## src/rtl/counter_dram_feeder.sv

```systemverilog
// -----------------------------------------------------------------------------
// counter_dram_feeder
//
// Upstream stage of the byte transmitter in the counter-with-DRAM path.
// A free-running 8-bit sample counter is written on a prescaled tick into a
// small circular RAM. A four-state read FSM drains the RAM one byte at a time
// into the transmitter through a wr_en / tx_busy handshake. This decouples the
// sample rate from transmitter throughput and reports fill and overflow status.
//
// Configuration macro:
//   FEEDER_OVERWRITE_EN  defined   : a push into a full buffer overwrites the
//                                    oldest sample (both pointers advance).
//                        undefined : a push into a full buffer is dropped.
//                        In both cases the sticky overflow flag is set.
//
// Parameters:
//   DEPTH     RAM entries, power of two, 2..256
//   ADDR_W    log2(DEPTH)
//   TICK_DIV  clk_tx cycles per sample tick, >= 2
//
// Ports:
//   clk_tx     in   single clock, rising edge
//   rst_n      in   asynchronous active-low reset
//   cnt_en     in   ticks produce samples while high
//   tx_busy    in   transmitter busy flag
//   data_out   out  byte presented to the transmitter (held until next ISSUE)
//   wr_en      out  one-cycle transmit strobe
//   count_out  out  current sample counter value
//   level      out  number of stored entries
//   empty      out  level == 0
//   full       out  level == DEPTH
//   overflow   out  sticky: a sample was lost or overwritten
//   state_out  out  read FSM state (debug)
// -----------------------------------------------------------------------------
module counter_dram_feeder #(
   parameter int DEPTH    = 16,
   parameter int ADDR_W   = 4,
   parameter int TICK_DIV = 1000
) (
   input  logic              clk_tx,
   input  logic              rst_n,
   input  logic              cnt_en,
   input  logic              tx_busy,
   output logic [7:0]        data_out,
   output logic              wr_en,
   output logic [7:0]        count_out,
   output logic [ADDR_W:0]   level,
   output logic              empty,
   output logic              full,
   output logic              overflow,
   output logic [1:0]        state_out
);

   localparam int                DIV_W      = (TICK_DIV > 1) ? $clog2(TICK_DIV) : 1;
   localparam logic [DIV_W-1:0]  DIV_LAST   = DIV_W'(TICK_DIV - 1);
   localparam logic [ADDR_W:0]   LEVEL_FULL = (ADDR_W + 1)'(DEPTH);

   typedef enum logic [1:0] {
      S_IDLE  = 2'b00,
      S_FETCH = 2'b01,
      S_ISSUE = 2'b10,
      S_WAIT  = 2'b11
   } state_t;

   state_t              state_q, state_d;
   logic [DIV_W-1:0]    div_q, div_d;
   logic [7:0]          cnt_q, cnt_d;
   logic [ADDR_W-1:0]   wr_ptr_q, wr_ptr_d;
   logic [ADDR_W-1:0]   rd_ptr_q, rd_ptr_d;
   logic [ADDR_W:0]     level_q, level_d;
   logic                empty_q, full_q;
   logic                ovf_q, ovf_d;
   logic [7:0]          data_q, data_d;
   logic                wr_en_q, wr_en_d;
   logic                busy_seen_q, busy_seen_d;
   logic                low_prev_q, low_prev_d;

   logic [7:0]          mem [DEPTH];

   logic                tick, push, pop, accept, mem_we;

   // -------------------------------------------------------------------------
   // Prescaler, sample push and fill accounting
   // -------------------------------------------------------------------------
   // NOTE: every signal assigned in an always_comb gets a default first, so no
   // path leaves it unassigned and no latch is inferred.
   always_comb begin
      tick     = (div_q == DIV_LAST);
      push     = tick & cnt_en;
      pop      = (state_q == S_FETCH);
      // Capacity is judged on the pre-edge level; a same-cycle pop frees a slot.
      accept   = push & (~full_q | pop);

      div_d    = tick ? '0 : div_q + DIV_W'(1);
      cnt_d    = push ? cnt_q + 8'd1 : cnt_q;
      wr_ptr_d = wr_ptr_q;
      rd_ptr_d = rd_ptr_q;
      level_d  = level_q;
      ovf_d    = ovf_q;
      mem_we   = 1'b0;

      if (pop) begin
         rd_ptr_d = rd_ptr_q + ADDR_W'(1);
      end

      if (accept) begin
         mem_we   = 1'b1;
         wr_ptr_d = wr_ptr_q + ADDR_W'(1);
      end else if (push) begin
         ovf_d = 1'b1;
`ifdef FEEDER_OVERWRITE_EN
         // Full and no pop this cycle: overwrite the oldest entry. rd_ptr was
         // not advanced above, so moving both keeps level pinned at DEPTH.
         mem_we   = 1'b1;
         wr_ptr_d = wr_ptr_q + ADDR_W'(1);
         rd_ptr_d = rd_ptr_q + ADDR_W'(1);
`endif
      end

      unique case ({accept, pop})
         2'b10:   level_d = level_q + (ADDR_W + 1)'(1);
         2'b01:   level_d = level_q - (ADDR_W + 1)'(1);
         default: level_d = level_q;
      endcase
   end

   // -------------------------------------------------------------------------
   // Read FSM: next state and registered transmit outputs
   // -------------------------------------------------------------------------
   always_comb begin
      state_d     = state_q;
      data_d      = data_q;
      wr_en_d     = 1'b0;
      busy_seen_d = busy_seen_q;
      low_prev_d  = low_prev_q;

      unique case (state_q)
         S_IDLE: begin
            if (!empty_q && !tx_busy) state_d = S_FETCH;
         end
         S_FETCH: begin
            // The RAM read is registered straight into data_out, so the byte
            // and the strobe are both visible during ISSUE.
            data_d  = mem[rd_ptr_q];
            wr_en_d = 1'b1;
            state_d = S_ISSUE;
         end
         S_ISSUE: begin
            busy_seen_d = tx_busy;
            low_prev_d  = ~tx_busy;
            state_d     = S_WAIT;
         end
         S_WAIT: begin
            // Done once busy has risen and fallen, or when busy never rose and
            // has been low for two cycles running (ISSUE counts as the first).
            if (busy_seen_q ? !tx_busy : (low_prev_q && !tx_busy)) begin
               state_d = S_IDLE;
            end
            busy_seen_d = busy_seen_q | tx_busy;
            low_prev_d  = ~tx_busy;
         end
      endcase
   end

   // -------------------------------------------------------------------------
   // State registers
   // -------------------------------------------------------------------------
   // NOTE: sequential state uses non-blocking assignments so every register
   // samples pre-edge values regardless of statement or process order.
   always_ff @(posedge clk_tx or negedge rst_n) begin
      if (!rst_n) begin
         state_q     <= S_IDLE;
         div_q       <= '0;
         cnt_q       <= '0;
         wr_ptr_q    <= '0;
         rd_ptr_q    <= '0;
         level_q     <= '0;
         empty_q     <= 1'b1;
         full_q      <= 1'b0;
         ovf_q       <= 1'b0;
         data_q      <= '0;
         wr_en_q     <= 1'b0;
         busy_seen_q <= 1'b0;
         low_prev_q  <= 1'b0;
      end else begin
         state_q     <= state_d;
         div_q       <= div_d;
         cnt_q       <= cnt_d;
         wr_ptr_q    <= wr_ptr_d;
         rd_ptr_q    <= rd_ptr_d;
         level_q     <= level_d;
         empty_q     <= (level_d == '0);
         full_q      <= (level_d == LEVEL_FULL);
         ovf_q       <= ovf_d;
         data_q      <= data_d;
         wr_en_q     <= wr_en_d;
         busy_seen_q <= busy_seen_d;
         low_prev_q  <= low_prev_d;
      end
   end

   // NOTE: the sample RAM has no reset; stale contents are unreachable because
   // the pointers and level are reset, and this lets it map onto RAM cells.
   // A same-edge write and read of one address returns the old byte.
   always_ff @(posedge clk_tx) begin
      if (mem_we) mem[wr_ptr_q] <= cnt_q;
   end

   assign data_out  = data_q;
   assign wr_en     = wr_en_q;
   assign count_out = cnt_q;
   assign level     = level_q;
   assign empty     = empty_q;
   assign full      = full_q;
   assign overflow  = ovf_q;
   assign state_out = state_q;

endmodule

```

## config.mk

```make
export PLATFORM = sky130hd
export DESIGN_NAME = counter_dram_feeder
export DESIGN_NICKNAME = d
export VERILOG_FILES = /design/src/rtl/counter_dram_feeder.sv
export SDC_FILE = /design/constraint.sdc
export NUM_CORES = 1
export LEC_CHECK = 0
export CORE_MARGIN = 2
export CORE_UTILIZATION = 35
export DETAILED_ROUTE_END_ITERATION = 12
export PLACE_DENSITY = 0.54
export SLEW_MARGIN = 20
export SYNTH_ARGS = -nofsm -noshare
export SYNTH_HDL_FRONTEND = slang
export SYNTH_SLANG_ARGS = --single-unit
export TNS_END_PERCENT = 100
```

## constraint.sdc

```tcl
create_clock -name clk_tx -period 5 [get_ports clk_tx]
set_input_delay 0.5 -clock clk_tx [delete_from_list [all_inputs] [get_ports clk_tx]]
set_output_delay 0.5 -clock clk_tx [all_outputs]
set_load 0.01 [all_outputs]
```

==> impl_metrics.toml <==
[synthesis]
yosysSeqAreaShare_pct = 69.5
post-synth-top-count-cell = "edfxtp_1"
syn_nets = 436
netlist_area_sq_mm = 0.00723
yosys.cell_types.count = 49
syn_inst = 418
synth.largest_area_cell = "edfxtp_1"
synth-edff-count = 128
synthTopCellsByArea = "edfxtp_1 (53%), dfrtp_1 (16%), mux4_2 (10%)"
async_reset_ff_share_pct = 26.9
yosys-top-cells-count = "edfxtp_1 (128), dfrtp_1 (46), mux4_2 (32)"
yosysWarnings = 0
yosys.area.top_type_share_pct = 53.2
synth.avg_cell_area_sq_um = 17.3
ys_ff_latch = 175
synth_ff_type = "edfxtp_1"

[critical_path]
arrival_ns = 3.87
path_class = "flop to flop"
critPathLaunchType = "flop"
cpLargestDelayFamily = "simple AND/OR/NAND/NOR gates"
cp-end-kind = "flop"
r2r_start = "div_q[0]"
worst-path-buf-inv = 1
crit_chain = "ha_1 -> nand2_1 -> nor3_4 -> and3_1 -> inv_6 -> ha_1 -> xor2_1 -> ha_1 -> o21ai_0 -> a21oi_1 -> a2111oi_2 -> xor2_1 -> nor3b_1"
r2r_cells = 13
critPathMaxStageDelay_ns = 0.45
cp_max_fo = 9
critPathMostFrequentCell = "ha_1"
slowest_stage = "and3_1"
cp.required_ns = 5.35
reg2reg_slack_ns = 1.48
r2r-end = "full"

[sta]
timing.slew.headroom_pct = 28.6
rsz0062_at_grt = "no"
fin_setup_tns_ns = 0
final-setup-viol-count = 0
hold_viol_final = 0
finClkSkew_ns = 0.00970
fmax_ghz = 0.284
fin_crit_ns = 3.52
post-route-period-util_pct = 70.4
worst_pin_slew_ns = 1.07
slew_violations = 0

[run_status]
status = "completed"

[cts]
post_cts_resized = 0
numCtsBuffers = 17
clk_latency_ns = 0.43
cts_setup_buffers = 0
clkTransAtPathRegs_ns = 0.07
cts_tree = "built"
root_buffer = "clkbuf_16"
clock-sinks = 175
max-clock-path-buffers = 2
h-tree-depth = 4
hold_buffers = 0

[global_route]
overflow = 0
antenna_found_initial = 0
grtUsageMet2_pct = 22.3
grt_use_met1_pct = 19.5
grt_use_met3_pct = 3.09
grt_pass1_vias = 3792
grt_busiest_layer = "met2"
grt_start_max_net_pins = 48
grt_pass1_wl_um = 22600
grtUsageTotal_pct = 14.2

[floorplan]
coreArea_sq_mm = 0.0202
start_util_pct = 35.7
dieArea_sq_mm = 0.0218
rows = 52
ios = 31
die_w_um = 148
dieHeight_um = 148

[route]
drt-total-wl_um = 14400
ant_nets = 0
wl_per_cell_um = 19.4
vias_per_cell = 4.96
drc_errors = 0
drtIter0Drc = 253
via_count = 3678
first_pass_iters = 4

[job]
maxCapViolations = 0

[placed_design]
gp_congestion = 0.787
placed_area_sq_mm = 0.00785
io_buffers = 30
hpwl_um = 9220

[layout]
drive_gt1_share_pct = 18.9
antennaDiodeCount = 0
fillers = 1820
area_growth_pct = 16.3
fin_area_sq_mm = 0.00840
fin_nets = 477

[pwr]
p_leak_nw = 3.26
clockPowerShare_pct = 33.4
p_per_area_mw_per_mm2 = 444
switching_share_pct = 29.3
seq_power_share_pct = 47.2
ir_drop_v = 0.000216
power_switching_w = 0.00109
power_frac_comb_pct = 19.4
power.internal_w = 0.00264

[worst_hold_path]
hp-class = "input pin to asynchronous set/reset pin"
## state kept, by name, indices dropped and copies added, names as in the netlist, 2 cells and up
signal,count
count_out,8
data_out,8
div_q,10
level,5
mem,128
rd_ptr_q,4
state_out,2
wr_ptr_q,4
## kinds of logic (layout without fill, tap and decap cells)
logic type               after synthesis  in the layout  synth area share [%]
AO/OA/AOI/OAI                         33             33                  3.22
XOR/XNOR                              24             24                  2.91
adder cells (fa/ha/maj)               14             14                  2.42
buffers and inverters                 27             81                  1.70
flip-flops                           175            175                  69.5
multiplexers                          52             52                  12.8
AND/OR/NAND/NOR                       93             93                  7.45
## routing by layer
metal / wire length [um] / share of wire (%) / up-vias
li1: - / - / 1693
met1: 6760 / 47 / 1914
met2: 6930 / 48 / 51
met3: 445 / 3.1 / 20
met4: 258 / 1.8 / 0
met5: 0 / 0 / -
## metrics by stage
step	util [%]	total power (W)	worst slack, ns	cells	hold WS (ns)
finish	41.5	0.00373	1.48	742	0.179
global route	41.5	0.00391	1.14	742	0.223
CTS	41.5	0.00377	1.45	742	0.193
detailed placement	38.8	0.00253	1.46	710	0.475
global placement	38.8	0.00251	1.58	710	0.466
floorplan	-	0.00230	1.92	418	0.204
## layout by cell type, fill, tap and decap left out, types with 5 or more instances in the layout
cell type and n:
xor2_1 12, a21oi_1 5, clkbuf_16 17, edfxtp_1 128, xnor2_1 12, mux4_2 32
inv_1 8, nand2b_1 11, o221ai_1 8, and2_1 10, buf_4 10, inv_6 9
clkdlybuf4s50_1 29, nand3_1 10, ha_1 14, nand2_1 15, dfrtp_1 45, o21ai_0 10
nor2_1 22, mux2i_1 16
## final cells by class
type / count / area (sq um) / area share, %
Clock buffer: 18 / 429 / 5.11
Sequential cell: 175 / 5020 / 59.8
Timing Repair Buffer: 40 / 370 / 4.41
Tap cell: 270 / 338 / 4.02
Clock inverter: 14 / 120 / 1.43
Inverter: 9 / 38.8 / 0.462
Multi-Input combinational cell: 216 / 2080 / 24.8
## power by group through the flow
stage               Combinational, W  Sequential, W  Clock [W]
floorplan                   0.000607        0.00169          0
global placement            0.000722        0.00179          0
detailed placement          0.000733        0.00180          0
CTS                         0.000735        0.00177    0.00127
global route                0.000792        0.00178    0.00134
finish                      0.000723        0.00176    0.00125
## worst max path at each step
stage	from	to	slack, ns	cells past startpoint
finish	div_q[0]	full	1.48	13
global route	div_q[0]	full	1.14	13
CTS	div_q[0]	full	1.45	13
detailed placement	div_q[0]	full	1.46	13
global placement	div_q[0]	full	1.58	13
floorplan	div_q[0]	full	1.92	15
(Power assumes the default switching activity.)
